[src/rtl/elev_pkg.sv]
// Shared definitions for the elevator request scheduler.
//   - sched_state_e : scheduler FSM state encodings
//   - FloorWDef     : default floor index width
//   - NumFloorsDef  : default number of served floors
//   - DoorCyclesDef : default door-open dwell in clock cycles
package elev_pkg;

  typedef enum logic [1:0] {
    StIdle      = 2'd0,
    StSweepUp   = 2'd1,
    StSweepDown = 2'd2,
    StDoor      = 2'd3
  } sched_state_e;

  localparam int unsigned FloorWDef     = 4;
  localparam int unsigned NumFloorsDef  = 10;
  localparam int unsigned DoorCyclesDef = 10000000;

endpackage

[src/rtl/floor_select.sv]
// Combinational nearest-call finder.
// Given the pending-call vector and the (already clamped) current floor, returns the lowest pending
// floor strictly above and the highest pending floor strictly below the car.
//   pending_i     : outstanding calls, one bit per floor
//   cur_floor_i   : car position, must be < NumFloors
//   above_floor_o : lowest pending floor > cur_floor_i (valid when above_valid_o)
//   below_floor_o : highest pending floor < cur_floor_i (valid when below_valid_o)
module floor_select
  import elev_pkg::*;
#(
  parameter int unsigned NumFloors = NumFloorsDef,
  parameter int unsigned FloorW    = FloorWDef
) (
  input  logic [NumFloors-1:0] pending_i,
  input  logic [FloorW-1:0]    cur_floor_i,
  output logic [FloorW-1:0]    above_floor_o,
  output logic                 above_valid_o,
  output logic [FloorW-1:0]    below_floor_o,
  output logic                 below_valid_o
);

  always_comb begin
    above_floor_o = '0;
    above_valid_o = 1'b0;
    below_floor_o = '0;
    below_valid_o = 1'b0;
    // Scan top-down so the last hit above the car is the lowest one.
    for (int i = int'(NumFloors) - 1; i >= 0; i--) begin
      if (pending_i[i] && (FloorW'(i) > cur_floor_i)) begin
        above_floor_o = FloorW'(i);
        above_valid_o = 1'b1;
      end
    end
    // Scan bottom-up so the last hit below the car is the highest one.
    for (int i = 0; i < int'(NumFloors); i++) begin
      if (pending_i[i] && (FloorW'(i) < cur_floor_i)) begin
        below_floor_o = FloorW'(i);
        below_valid_o = 1'b1;
      end
    end
  end

endmodule

[src/rtl/elevator_request_scheduler.sv]
// LOOK-policy elevator request scheduler.
// Latches floor calls into a pending register, picks the next floor for the motion FSM, runs the
// door dwell timer on arrival and clears served calls.
//   clk, rst_n     : clock, asynchronous active-low reset
//   call_req       : per-floor call buttons (any high cycle registers a call)
//   current_floor  : car position from the motion FSM
//   car_idle       : motion FSM is stopped
//   target_floor   : requested floor for the motion FSM
//   target_valid   : a target is being served
//   dir_up         : current sweep direction (1 = up)
//   door_open      : door dwell active
//   pending        : registered outstanding calls
// Optional feature: define ELEV_SCHED_FIRE_RECALL_EN to add the fire_recall input, which clears and
// freezes all calls, sends the car to floor 0 and holds the door open there until released.
module elevator_request_scheduler
  import elev_pkg::*;
#(
  parameter int unsigned NUM_FLOORS  = NumFloorsDef,
  parameter int unsigned FLOOR_W     = FloorWDef,
  parameter int unsigned DOOR_CYCLES = DoorCyclesDef
) (
  input  logic                  clk,
  input  logic                  rst_n,
  input  logic [NUM_FLOORS-1:0] call_req,
  input  logic [FLOOR_W-1:0]    current_floor,
  input  logic                  car_idle,
`ifdef ELEV_SCHED_FIRE_RECALL_EN
  input  logic                  fire_recall,
`endif
  output logic [FLOOR_W-1:0]    target_floor,
  output logic                  target_valid,
  output logic                  dir_up,
  output logic                  door_open,
  output logic [NUM_FLOORS-1:0] pending
);

  localparam int unsigned         CntW     = $clog2(DOOR_CYCLES);
  localparam logic [CntW-1:0]     CntLoad  = CntW'(DOOR_CYCLES - 1);
  localparam logic [FLOOR_W-1:0]  TopFloor = FLOOR_W'(NUM_FLOORS - 1);

  sched_state_e          state_q, state_d;
  logic [NUM_FLOORS-1:0] pending_q, pending_d;
  logic [FLOOR_W-1:0]    target_q, target_d;
  logic                  target_valid_q, target_valid_d;
  logic                  dir_up_q, dir_up_d;
  logic [CntW-1:0]       counter_q, counter_d;

  logic [FLOOR_W-1:0]    cur;
  logic [NUM_FLOORS-1:0] cur_oh;
  logic [FLOOR_W-1:0]    above_floor, below_floor;
  logic                  above_valid, below_valid;
  logic [FLOOR_W-1:0]    up_dist, dn_dist;
  logic                  at_target;
  logic [NUM_FLOORS-1:0] set_mask, clr_mask;

  // Out-of-range positions are treated as the top floor.
  assign cur       = (current_floor > TopFloor) ? TopFloor : current_floor;
  assign cur_oh    = {{(NUM_FLOORS-1){1'b0}}, 1'b1} << cur;
  assign up_dist   = above_floor - cur;
  assign dn_dist   = cur - below_floor;
  assign at_target = target_valid_q && (cur == target_q);

  floor_select #(
    .NumFloors(NUM_FLOORS),
    .FloorW   (FLOOR_W)
  ) u_floor_select (
    .pending_i    (pending_q),
    .cur_floor_i  (cur),
    .above_floor_o(above_floor),
    .above_valid_o(above_valid),
    .below_floor_o(below_floor),
    .below_valid_o(below_valid)
  );

`ifdef ELEV_SCHED_FIRE_RECALL_EN
  logic recall_q, recall_d;
`endif

  always_comb begin
    state_d        = state_q;
    target_d       = target_q;
    target_valid_d = target_valid_q;
    dir_up_d       = dir_up_q;
    counter_d      = counter_q;
    set_mask       = call_req;
    clr_mask       = '0;

    case (state_q)
      StIdle: begin
        target_d       = cur;
        target_valid_d = 1'b0;
        if (|(pending_q & cur_oh) && car_idle) begin
          state_d   = StDoor;
          clr_mask  = cur_oh;
          counter_d = CntLoad;
        end else if (above_valid && (!below_valid || (up_dist <= dn_dist))) begin
          // Equal distance resolves upward.
          state_d        = StSweepUp;
          target_d       = above_floor;
          target_valid_d = 1'b1;
          dir_up_d       = 1'b1;
        end else if (below_valid) begin
          state_d        = StSweepDown;
          target_d       = below_floor;
          target_valid_d = 1'b1;
          dir_up_d       = 1'b0;
        end
      end

      StSweepUp, StSweepDown: begin
        if (at_target) begin
          // Hold the target until the car has actually stopped there.
          if (car_idle) begin
            state_d        = StDoor;
            clr_mask       = cur_oh;
            counter_d      = CntLoad;
            target_valid_d = 1'b0;
          end
        end else if ((state_q == StSweepUp) && above_valid) begin
          // Nearest-above naturally retargets onto calls landing before the old target.
          target_d       = above_floor;
          target_valid_d = 1'b1;
        end else if ((state_q == StSweepDown) && below_valid) begin
          target_d       = below_floor;
          target_valid_d = 1'b1;
        end else if (below_valid) begin
          state_d        = StSweepDown;
          target_d       = below_floor;
          target_valid_d = 1'b1;
          dir_up_d       = 1'b0;
        end else if (above_valid) begin
          state_d        = StSweepUp;
          target_d       = above_floor;
          target_valid_d = 1'b1;
          dir_up_d       = 1'b1;
        end else begin
          state_d        = StIdle;
          target_d       = cur;
          target_valid_d = 1'b0;
        end
      end

      StDoor: begin
        target_valid_d = 1'b0;
        // A press at the open floor only extends the dwell.
        set_mask       = call_req & ~cur_oh;
        if (|(call_req & cur_oh)) begin
          counter_d = CntLoad;
        end else if (counter_q != '0) begin
          counter_d = counter_q - 1'b1;
        end else if (dir_up_q && above_valid) begin
          state_d        = StSweepUp;
          target_d       = above_floor;
          target_valid_d = 1'b1;
        end else if (!dir_up_q && below_valid) begin
          state_d        = StSweepDown;
          target_d       = below_floor;
          target_valid_d = 1'b1;
        end else if (above_valid) begin
          state_d        = StSweepUp;
          target_d       = above_floor;
          target_valid_d = 1'b1;
          dir_up_d       = 1'b1;
        end else if (below_valid) begin
          state_d        = StSweepDown;
          target_d       = below_floor;
          target_valid_d = 1'b1;
          dir_up_d       = 1'b0;
        end else begin
          state_d  = StIdle;
          target_d = cur;
        end
      end

      default: state_d = StIdle;
    endcase

    // Clear beats set: a floor being served cannot re-register in the same cycle.
    pending_d = (pending_q | set_mask) & ~clr_mask;

`ifdef ELEV_SCHED_FIRE_RECALL_EN
    recall_d = fire_recall;
    if (fire_recall) begin
      pending_d = '0;
      target_d  = '0;
      counter_d = '0;
      if ((cur == '0 && car_idle) || (recall_q && state_q == StDoor)) begin
        state_d        = StDoor;
        target_valid_d = 1'b0;
      end else begin
        state_d        = StSweepDown;
        target_valid_d = 1'b1;
        dir_up_d       = 1'b0;
      end
    end else if (recall_q) begin
      // Release: restart from an empty, idle scheduler.
      state_d        = StIdle;
      pending_d      = '0;
      target_d       = cur;
      target_valid_d = 1'b0;
      counter_d      = '0;
    end
`endif
  end

  always_ff @(posedge clk or negedge rst_n) begin
    if (!rst_n) begin
      state_q        <= StIdle;
      pending_q      <= '0;
      target_q       <= '0;
      target_valid_q <= 1'b0;
      dir_up_q       <= 1'b1;
      counter_q      <= '0;
    end else begin
      state_q        <= state_d;
      pending_q      <= pending_d;
      target_q       <= target_d;
      target_valid_q <= target_valid_d;
      dir_up_q       <= dir_up_d;
      counter_q      <= counter_d;
    end
  end

`ifdef ELEV_SCHED_FIRE_RECALL_EN
  always_ff @(posedge clk or negedge rst_n) begin
    if (!rst_n) begin
      recall_q <= 1'b0;
    end else begin
      recall_q <= recall_d;
    end
  end
`endif

  assign target_floor = target_q;
  assign target_valid = target_valid_q;
  assign dir_up       = dir_up_q;
  assign door_open    = (state_q == StDoor);
  assign pending      = pending_q;

endmodule

[config.mk]
export PLATFORM = sky130hd
export DESIGN_NAME = elevator_request_scheduler
export DESIGN_NICKNAME = d
export VERILOG_FILES = /design/src/rtl/elev_pkg.sv /design/src/rtl/floor_select.sv /design/src/rtl/elevator_request_scheduler.sv
export SDC_FILE = /design/constraint.sdc
export NUM_CORES = 1
export LEC_CHECK = 0
export CAP_MARGIN = 10
export CORE_MARGIN = 2
export CORE_UTILIZATION = 50
export DETAILED_ROUTE_END_ITERATION = 8
export GPL_TIMING_DRIVEN = 0
export HOLD_SLACK_MARGIN = 0.03
export PLACE_DENSITY_LB_ADDON = 0.25
export SKIP_LAST_GASP = 1
export SLEW_MARGIN = 20
export SYNTH_ARGS = -nofsm -noshare
export SYNTH_HDL_FRONTEND = slang
export SYNTH_SLANG_ARGS = --single-unit
[constraint.sdc]
create_clock -name clk -period 4.3 [get_ports clk]
set_input_delay 0.43 -clock clk [delete_from_list [all_inputs] [get_ports clk]]
set_output_delay 0.43 -clock clk [all_outputs]
set_load 0.05 [all_outputs]
# Word-level counts from Yosys, hierarchy flattened
# Cells that the tools add are included.
[totals]
ff_bits = 42
output_inout_bits = 17
[op_classes]
n_addsub = 3
order_cmp = 22
eq_ne = 21
n_shift = 1
mux = 110
bitwise = 7
reduce_logical = 39
[op_table]
columns = ["op", "n"]
rows = [
  ["2-to-1 mux 24 bit", 5],
  ["2-to-1 mux 4 bit", 26],
  ["one-hot mux 24 bit (3 select lines)", 1],
  ["2-to-1 mux 1 bit", 49],
  ["bitwise AND 10 bit", 4],
  ["2-to-1 mux 10 bit", 4],
  ["2-to-1 mux 2 bit", 16],
  ["logical AND 1 bit", 27],
  ["nonzero test 24 bit", 1],
  ["subtractor 24 x 1 -> 24 bit (second input constant)", 1],
  ["!= test 2 bit (second input constant)", 11],
  ["inverter 10 bit", 2],
  ["one-hot mux 10 bit (2 select lines)", 1],
  ["OR reduction 10 bit", 2],
  ["greater-than comparator 3 x 4 -> 1 bit (first input constant)", 4],
  ["less-than comparator 3 x 4 -> 1 bit (first input constant)", 4],
  ["2-to-1 mux 3 bit", 4],
  ["!= test 3 bit (second input constant)", 4],
  ["one-hot mux 4 bit (3 select lines)", 1],
  ["OR 10 bit", 1],
  ["<< shifter 1 x 4 -> 10 bit (first input constant)", 1],
  ["AND reduction 9 bit", 1],
  ["greater-than comparator 1 x 4 -> 1 bit (first input constant)", 2],
  ["greater-than comparator 2 x 4 -> 1 bit (first input constant)", 2],
  ["21 further kinds", 29],
]

# Longest topological paths before layout
# Gate-level depths: netlist of run 1.
[logic_depth]
word_depth = 21
depth_mapped = 22
ltp_nobuf = 19

# By module
# Synthesis of run 1 repeated with hierarchy kept, for this count alone.
[unflattened]
hier_cells = 485
hier_area_um2 = 3940.0
[modules_own_cells]
columns = ["module", "instances", "cells_per_inst", "area_per_inst_um2", "seq_area_each_um2"]
rows = [
  ["elevator_request_scheduler", 1, 403, 3449.6, 1052.3],
  ["floor_select", 1, 82, 490.5, 0.0],
]

# Worst setup path after synthesis of run 1
# OpenSTA, ideal clock, no wires.
[synth_path]
path_kind = "input to register"
from = "input current_floor[3]"
to = "register state_q[0]"
setup_time_ps = 128
arrival_time_ps = 3693
setup_slack_ps = 479
path_stages = 21
cell_sequence = "buf_6 > buf_4 > buf_2 > clkbuf_1 > o21ai_0 > a32oi_1 > o21ai_0 > nand2_1 > inv_1 > ha_1 > inv_1 > maj3_1 > a21oi_1 > xor2_1 > ha_1 > and4_1 > a21oi_1 > o21ai_0 > a21oi_1 > a21oi_1 > mux2_1"
[synth_via]
elab_chain_cells = 21
word_cells_on_any_way = 118
[synth_lines]
columns = ["item", "line", "rtl"]
rows = [
  ["from (decl)", "elevator_request_scheduler.sv:25", "input logic [FLOOR_W-1:0] current_floor,"],
  ["greater-than comparator 4 bit", "elevator_request_scheduler.sv:57", "assign cur = (current_floor > TopFloor) ? TopFloor : current_floor;"],
  ["2-to-1 mux 4 bit (*)", "elevator_request_scheduler.sv:57", ""],
  ["greater-than comparator 4 bit", "floor_select.sv:29", "if (pending_i[i] && (FloorW'(i) > cur_floor_i)) begin"],
  ["logical AND 1 bit", "floor_select.sv:29", ""],
  ["2-to-1 mux 4 bit (10 in a row)", "floor_select.sv:29", ""],
  ["subtractor 4 bit", "elevator_request_scheduler.sv:59", "assign up_dist = above_floor - cur;"],
  ["<= comparator 4 bit", "elevator_request_scheduler.sv:96", "end else if (above_valid && (!below_valid || (up_dist <= dn_dist))) begin"],
  ["logical OR 1 bit", "elevator_request_scheduler.sv:96", ""],
  ["logical AND 1 bit", "elevator_request_scheduler.sv:96", ""],
  ["2-to-1 mux 2 bit", "elevator_request_scheduler.sv:96", ""],
  ["2-to-1 mux 2 bit", "elevator_request_scheduler.sv:92", "if (|(pending_q & cur_oh) && car_idle) begin"],
  ["one-hot mux 2 bit (3 select lines)", "elevator_request_scheduler.sv:88", "case (state_q)"],
  ["to (signal assigned)", "elevator_request_scheduler.sv:208", "state_q <= StIdle;"],
  ["to (signal assigned)", "elevator_request_scheduler.sv:215", "state_q <= state_d;"],
  ["to (decl)", "elevator_request_scheduler.sv:41", "sched_state_e state_q, state_d;"],
]
# Mark *: on every way between the ends. The rest lies on a longest branch, timed or not. The select of a mux whose other input is x is not followed.
# A chain may end at the register's enable or synchronous reset.

# Worst setup path after layout of run 1
[layout_path]
from = "input current_floor[2]"
to = "register target_q[2] (netlist: target_floor[2])"
[layout_via]
elab_chain_cells = 21
word_cells_on_any_way = 116
[layout_lines]
columns = ["item", "line", "rtl"]
rows = [
  ["greater-than comparator 4 bit", "elevator_request_scheduler.sv:57", ""],
  ["2-to-1 mux 4 bit (*)", "elevator_request_scheduler.sv:57", ""],
  ["greater-than comparator 4 bit or less-than comparator 1 x 4 -> 1 bit (tied branches)", "floor_select.sv:29, floor_select.sv:36", ""],
  ["logical AND 1 bit (on tied branches)", "floor_select.sv:29, floor_select.sv:36", ""],
  ["2-to-1 mux 4 bit or 2-to-1 mux 1 bit (tied branches) (10 in a row)", "floor_select.sv:29, floor_select.sv:36", ""],
  ["subtractor 4 bit or 2-to-1 mux 4 bit (tied branches)", "elevator_request_scheduler.sv:59, elevator_request_scheduler.sv:102, elevator_request_scheduler.sv:164", ""],
  ["<= comparator 4 bit or 2-to-1 mux 4 bit (tied branches)", "elevator_request_scheduler.sv:96, elevator_request_scheduler.sv:159", ""],
  ["logical OR 1 bit or 2-to-1 mux 4 bit (tied branches)", "elevator_request_scheduler.sv:96, elevator_request_scheduler.sv:155", ""],
  ["logical AND 1 bit or 2-to-1 mux 4 bit (tied branches)", "elevator_request_scheduler.sv:96, elevator_request_scheduler.sv:151", ""],
  ["2-to-1 mux 4 bit (on tied branches)", "elevator_request_scheduler.sv:96, elevator_request_scheduler.sv:149", ""],
  ["2-to-1 mux 4 bit (on tied branches)", "elevator_request_scheduler.sv:92, elevator_request_scheduler.sv:147", ""],
  ["one-hot mux 4 bit (3 select lines)", "elevator_request_scheduler.sv:88", ""],
  ["to (signal assigned)", "elevator_request_scheduler.sv:217", "target_q <= target_d;"],
  ["to (decl)", "elevator_request_scheduler.sv:43", "logic [FLOOR_W-1:0] target_q, target_d;"],
]
# Marked as above.

==> results.txt, run 1 <==
clock latency at the later pin of the worst-skew pair = 0.31 ns
largest net degree at the start of global routing = 33
via density per instance = 6.41
Port Buffers = 31
vias in the first global route = 3717
CTS H-Tree Depth = 2
DRT Wirelength = 11.4 mm
Yosys cell types = 79
Worst Tran Pin Value = 0.680 ns
Final ANT Viol Nets = 0
area post-placement = 4290 sq um
Mapped Cells = 479
Worst Setup SP = current_floor[2]
All-Layer GR Usage = 0.276
Synth Area in Simple Gates = 0.240
Wirelength per Cell = 18.2 um
synthesized cell area = 3840 sq um
Residual DRC = 0
Ports = 34
Post-synth ARST share = 1.00
Fmax = 243 MHz
Crit Path Category = in2reg
CTS max path bufs = 2
XOR/XNOR Fraction of Synth Area = 0.0205
period utilization = 0.957
CP Launch Type = input port
syn avg cell area = 8.02 sq um
TritonCTS Buffers = 5
final setup fails = 0
fin util = 0.621
gpl congestion = 0.946
crit path time final = 4.12 ns
antenna diode count = 0
leakage power = 1.71 nW
unrepaired setup endpoints after global routing = yes
antenna violations before repair = 0
WP data required = 4.54 ns
drt initial violations = 285
hold slack final = 0.508 ns
Slew Viols, Final = 0
Seq pwr share = 0.250
Worst slew margin = 0.546
Clk network pwr share = 0.187
Sw Pwr = 0.000969 W
CP endpoint kind = flip-flop
crit-path max FO = 10
number of max-cap violations = 0
final instance area = 4560 sq um
TritonRoute pass-1 iters = 5
CTS tree = built
hold depth = 1
chip height = 91.7 um
post-synthesis sequential area ratio = 0.274
EDFF count, synth = 0
Power Density = 457 nW/um^2
reg2reg start = pending[7]
reg2reg end = target_floor[1]
Worst Hold Class = reg2reg
largest family of logic cells by synthesized area = compound AO/OA/AOI/OAI gates
Final Hold Fails = 0
number of nets in the layout = 558
CTS Sinks = 42
Seq cells post-synth = 42
FP Rows = 31
switching share of power = 0.466
Core Area = 7330 sq um
post-synthesis compound-gate area fraction = 0.315
outcome = finished clean
hold path endpoint = counter_q[14]
VDD IR-drop max = 0.193 mV
Die ar. = 8400 sq um
total grt overflow = 0
root buf cell = clkbuf_8
most used flip-flop cell after synthesis = dfrtp_1
Worst Clk Skew = 0.00519 ns
first-pass GRT wire length = 18.5 mm
Worst R2R Path Depth = 16
Reg clk slew, reported paths = 0.09 ns
post-synthesis mux area share = 0.0273
syn nets = 513
yosys warns = 0
Initial Utilization = 0.524
hold path startpoint = counter_q[14]
P_int = 0.00111 W
hpwl dp = 8.24 mm
Critical Path AT = 4.35 ns
layout cells sized above 1 = 0.137
combinational fraction of design power = 0.563
flop2flop setup slack = 0.49 ns
DR vias = 4001
Die Wd = 91.7 um
Area Overhead vs Synth = 18.5%
adder-cell share of the synthesized area = 0.0599
[logic make-up after synthesis]
group	Yosys count
muxes	9
adders and majority gates	18
xor gates and xnor gates	9
DFF	42
buffers and inverters	50
AOI/OAI and AO/OA	186
and+or+nand+nor	165
[sequential cells by signal, indices dropped and copies added, names as in the netlist]
register and cells:
counter_q 24, dir_up 1, pending 10, state_q 2, target_floor 4, target_valid 1
[worst max path at each step]
stage,endpoint,slack [ns],cells past startpoint
after floorplan,state_q[0],0.48,21
final,target_floor[2],0.18,21
after global routing,target_floor[2],-0.01,20
after CTS,state_q[0],0.06,20
after global placement,state_q[0],-0.73,18
after detailed placement,state_q[0],-0.73,19
[synthesized netlist by cell type (5+ instances only)]
cell	instances	area, sq um
buf_6	5	56.3
dfrtp_1	41	1030
nor2_1	45	169
a21oi_1	45	225
nor3_1	20	100
a22oi_1	5	37.5
ha_1	16	200
buf_2	9	45.0
or3_1	5	31.3
and2_1	5	31.3
o31ai_1	8	60.1
nor2b_1	6	37.5
mux2i_1	6	60.1
o21ai_0	56	280
nand3_1	14	70.1
a31oi_1	18	113
clkbuf_1	8	30.0
o21a_1	6	45.0
xnor2_1	6	52.6
nand2b_1	10	62.6
nand2_1	25	93.8
inv_1	25	93.8
[routing by layer]
metal	vias to the layer above	track usage	wire (um)
li1	1885	-	-
met1	1878	0.383	5040
met2	212	0.437	5250
met3	26	0.0468	827
met4	0	0.0934	259
met5	-	0	0
[placed cells by master (no fill, tap or decap), drive strengths merged, types with 4 or more instances in the layout]
cell / instances
nand2: 27
o31ai: 9
a31oi: 18
nor2b: 6
buf: 24
nor2: 51
inv: 25
nand2b: 10
and2: 5
or3: 6
o22ai: 5
o21ai: 58
a21boi: 5
a22oi: 6
o211ai: 4
dfrtp: 41
o21a: 6
xnor2: 6
nor3: 21
mux2i: 6
clkdlybuf4s50: 29
nor4: 6
clkbuf: 14
nand3: 14
ha: 16
a21oi: 46
[power groups by stage]
stage / clock network, W / logic [W] / registers (W)
after CTS: 0.000395 / 0.00113 / 0.000518
final: 0.000390 / 0.00117 / 0.000520
after detailed placement: 0 / 0.00111 / 0.000526
after global placement: 0 / 0.00108 / 0.000523
after global routing: 0.000411 / 0.00127 / 0.000529
after floorplan: 0 / 0.000715 / 0.000611
[repair_timing]
action | CTS | global route
hold buffers | 1 | 0
gates resized for setup | 9 | 22
hold endpoints to repair | 9 | 0
setup endpoints to repair | 6 | 5
setup buffers | 0 | 5
pin swaps | 1 | 5
cloned | 0 | 0
[area by class of cell]
class	count	area, sq um
Buffer	25	164
Clock buffer	5	68.8
Clock inverter	3	68.8
Fill cell	642	2780
Inverter	25	93.8
Multi-Input combinational cell	387	2620
Sequential cell	42	1050
Tap cell	99	124
Timing Repair Buffer	38	368
[worst max-delay path: stages]
cell	delay (ns)
clkdlybuf4s50_1	0.54
buf_6	0.18
buf_6	0.16
nor2_4	0.06
and2_1	0.18
a21oi_1	0.14
o21a_2	0.22
ha_2	0.22
inv_1	0.04
a21o_1	0.18
a21oi_2	0.14
xnor2_1	0.14
xnor2_1	0.09
ha_1	0.34
and4_1	0.24
a21oi_4	0.16
o21ai_0	0.13
a21oi_2	0.30
a22oi_1	0.12
o211a_1	0.17
a21oi_1	0.15
[metrics by stage]
step                      total power [W]  worst slack [ns]  cells  setup TNS, ns
after floorplan                   0.00133             0.479    479              0
after global placement            0.00161            -0.730    609          -3.79
after detailed placement          0.00163            -0.732    610          -3.81
after CTS                         0.00204            0.0554    619              0
after global routing              0.00221           -0.0127    624        -0.0281
final                             0.00208             0.184    624              0
(Power assumes the default switching activity.)
==> run 2: changes to the inputs <==
ABC_AREA = 1   (was unset)
==> results.txt, run 2 <==
outcome = finished clean (unchanged)
Reg clk slew, reported paths = 0.10 ns (was 0.09 ns)
most used flip-flop cell after synthesis = dfrtp_1 (unchanged)
Die Wd = 93.5 um (was 91.7 um)
Initial Utilization = 0.516 (was 0.524)
first-pass GRT wire length = 18.4 mm (was 18.5 mm)
area post-placement = 4460 sq um (was 4290 sq um)
Residual DRC = 0 (unchanged)
top-count cell post-synth = nand2_1 (was o21ai_0)
Die ar. = 8750 sq um (was 8400 sq um)
total grt overflow = 0 (unchanged)
TritonRoute pass-1 iters = 6 (was 5)
TritonCTS Buffers = 5 (unchanged)
Biggest register = counter_q (unchanged)
top post-synthesis cells by count = 175 x nand2_1, 71 x nor2_1, 65 x inv_1 (was 56 x o21ai_0, 45 x a21oi_1, 45 x nor2_1)
most frequent CP cell = nand2_1
Worst slew margin = 0.647 (was 0.546)
antenna violations before repair = 0 (unchanged)
Post-synth ARST share = 1.00 (unchanged)
post-synth top area share = 0.256 (was 0.267)
Power Density = 529 nW/um^2 (was 457 nW/um^2)
root buf cell = clkbuf_8 (unchanged)
post-synthesis sequential area ratio = 0.262 (was 0.274)
WP data required = 4.53 ns (was 4.54 ns)
synthesized cell area = 4010 sq um (was 3840 sq um)
Yosys top cell by area = dfrtp_1 (unchanged)
period utilization = 0.938 (was 0.957)
Worst Hold Class = reg2reg (unchanged)
hpwl dp = 8.42 mm (was 8.24 mm)
clock latency at the later pin of the worst-skew pair = 0.31 ns (about the same)
Worst Clk Skew = 0.0140 ns (was 0.00519 ns)
unrepaired setup endpoints after global routing = no (was yes)
CTS H-Tree Depth = 2 (unchanged)
most frequent cells in the layout = 175 x nand2_1, 70 x nor2_1, 65 x inv_1 (was 51 x o21ai_0, 45 x nor2_1, 41 x dfrtp_1)
Slew Viols, Final = 0 (unchanged)
Worst Tran Pin Value = 0.530 ns (was 0.680 ns)
CTS tree = built (unchanged)
Fmax = 248 MHz (was 243 MHz)
CP Launch Type = input port (unchanged)
Final Hold Fails = 0 (unchanged)
All-Layer GR Usage = 0.262 (was 0.276)
VDD IR-drop max = 0.483 mV (was 0.193 mV)
yosys warns = 0 (unchanged)
dpl ws = -0.335 ns (was -0.732 ns)
final instance area = 4570 sq um (was 4560 sq um)
chip height = 93.5 um (was 91.7 um)
number of nets in the layout = 686 (was 558)
number of max-cap violations = 0 (unchanged)
critical path's slowest cell = clkdlybuf4s50_1 (unchanged)
crit path time final = 4.03 ns (was 4.12 ns)
vias in the first global route = 3800 (was 3717)
FP Rows = 32 (was 31)
Wirelength per Cell = 14.5 um (was 18.2 um)
syn nets = 646 (was 513)
max reg flops = 24 (unchanged)
leakage power = 2.16 nW (was 1.71 nW)
largest net degree at the start of global routing = 32 (was 33)
post-CTS setup buffer count = 0 (unchanged)
layout cells sized above 1 = 0.0949 (was 0.137)
Sum Neg Setup Slack = 0 ns (unchanged)
Critical Path AT = 4.27 ns (was 4.35 ns)
crit-path max FO = 8 (was 10)
Final ANT Viol Nets = 0 (unchanged)
EDFF count, synth = 0 (unchanged)
final setup margin = 0.267 ns (was 0.184 ns)
top cells by area, synth = dfrtp_1 26%, nand2_1 16%, nor2_1 6.6% (was dfrtp_1 27%, o21ai_0 7.3%, a21oi_1 5.9%)
Yosys cell types = 40 (was 79)
Area Overhead vs Synth = 14.0% (was 18.5%)
drt initial violations = 419 (was 285)
via density per instance = 5.58 (was 6.41)
Crit Path Category = in2reg (unchanged)
Seq cells post-synth = 42 (unchanged)
Mapped Cells = 612 (was 479)
CTS max path bufs = 2 (unchanged)
gpl congestion = 0.941 (was 0.946)
DR vias = 4213 (was 4001)
most common cell after layout, fill and taps aside = nand2_1 (was o21ai_0)
CTS Sinks = 42 (unchanged)
CP endpoint kind = flip-flop (unchanged)
DRT Wirelength = 10.9 mm (was 11.4 mm)
CP max stage delay = 0.55 ns (was 0.54 ns)
Ports = 34 (unchanged)
Port Buffers = 31 (unchanged)
Core Area = 7770 sq um (was 7330 sq um)
syn avg cell area = 6.55 sq um (was 8.02 sq um)
antenna diode count = 0 (unchanged)
final setup fails = 0 (unchanged)
-- run 2: cell types whose count changed after synthesis, moves of 14 or more --
cell	before	now
o21ai_0	56	31
a31oi_1	18	3
xor2_1	3	17
nand3_1	14	44
nor2_1	45	71
inv_1	25	65
nand2_1	25	175
-- run 2: per-layer routing --
metal,track usage,vias to the layer above,share of wire
met3,0.0346,12,0.071
met2,0.412,177,0.46
met1,0.386,1956,0.46
met5,0,-,0
met4,0.0531,0,0.010
li1,-,2068,-
-- run 2: through the flow --
stage / total power [W] / instances / hold slack, ns / util
6_report: 0.00241 / 755 / 0.534 / 0.588
5_1_grt: 0.00261 / 755 / 0.577 / 0.588
4_1_cts: 0.00239 / 755 / 0.535 / 0.587
3_5_place_dp: 0.00211 / 746 / 0.357 / 0.574
3_3_place_gp: 0.00208 / 745 / 0.502 / 0.572
2_1_floorplan: 0.00171 / 612 / 0.134 / -
-- run 2: worst paths after layout --
kind                                   from               to  slack, ns  depth (start not counted)
setup / recovery           current_floor[0]  target_floor[2]       0.27                         27
hold / removal                counter_q[23]    counter_q[23]       0.53                          2
setup reg to reg                 pending[8]  target_floor[2]       0.80                         24
hold reg to reg               counter_q[23]    counter_q[23]       0.53                          2
max in group asynchronous             rst_n       pending[9]       3.25                          3
min in group asynchronous             rst_n  target_floor[1]       0.55                          2
-- run 2: kinds of logic after synthesis --
logic type / share of synthesized area
flip-flops: 0.262
adder cells (fa/ha/maj): 0.0549
buffers and inverters: 0.0986
XOR/XNOR: 0.0437
AO/OA/AOI/OAI: 0.144
AND/OR/NAND/NOR: 0.396
-- run 2: area by class of cell --
class	count	area, sq um
Buffer	14	116
Multi-Input combinational cell	483	2570
Fill cell	771	3200
Clock inverter	2	13.8
Timing Repair Buffer	33	335
Clock buffer	6	72.6
Sequential cell	42	1050
Inverter	73	279
Tap cell	102	128
-- run 2: what timing repair did --
item,4_1_cts,5_1_grt
setup endpoints to repair,1,5
endpoints found under the hold margin,4,0
hold buffers,1,0
gates resized for setup,1,3
-- run 2: critical path, delay by kind of cell --
family / cells / cell delay [ns]
simple gates: 14 / 1.17
fa+ha+maj: 3 / 0.97
compound gates: 5 / 0.77
buf+inv: 5 / 0.91
-- run 2: power breakdown --
part	internal [W]	total, W	switching (W)	leakage (nW)
Sequential	0.000490	0.000574	0.0000847	0.465
Combinational	0.000529	0.00157	0.00104	1.65
Clock	0.000115	0.000270	0.000155	0.0452
Total	0.00113	0.00241	0.00128	2.16
==> run 3: changes to the inputs <==
ABC_AREA = unset   (was 1)
SKIP_LAST_GASP = unset   (was 1)
==> results of run 3 <==
The final DEF is identical to that of run 1; final timing and power are the same.
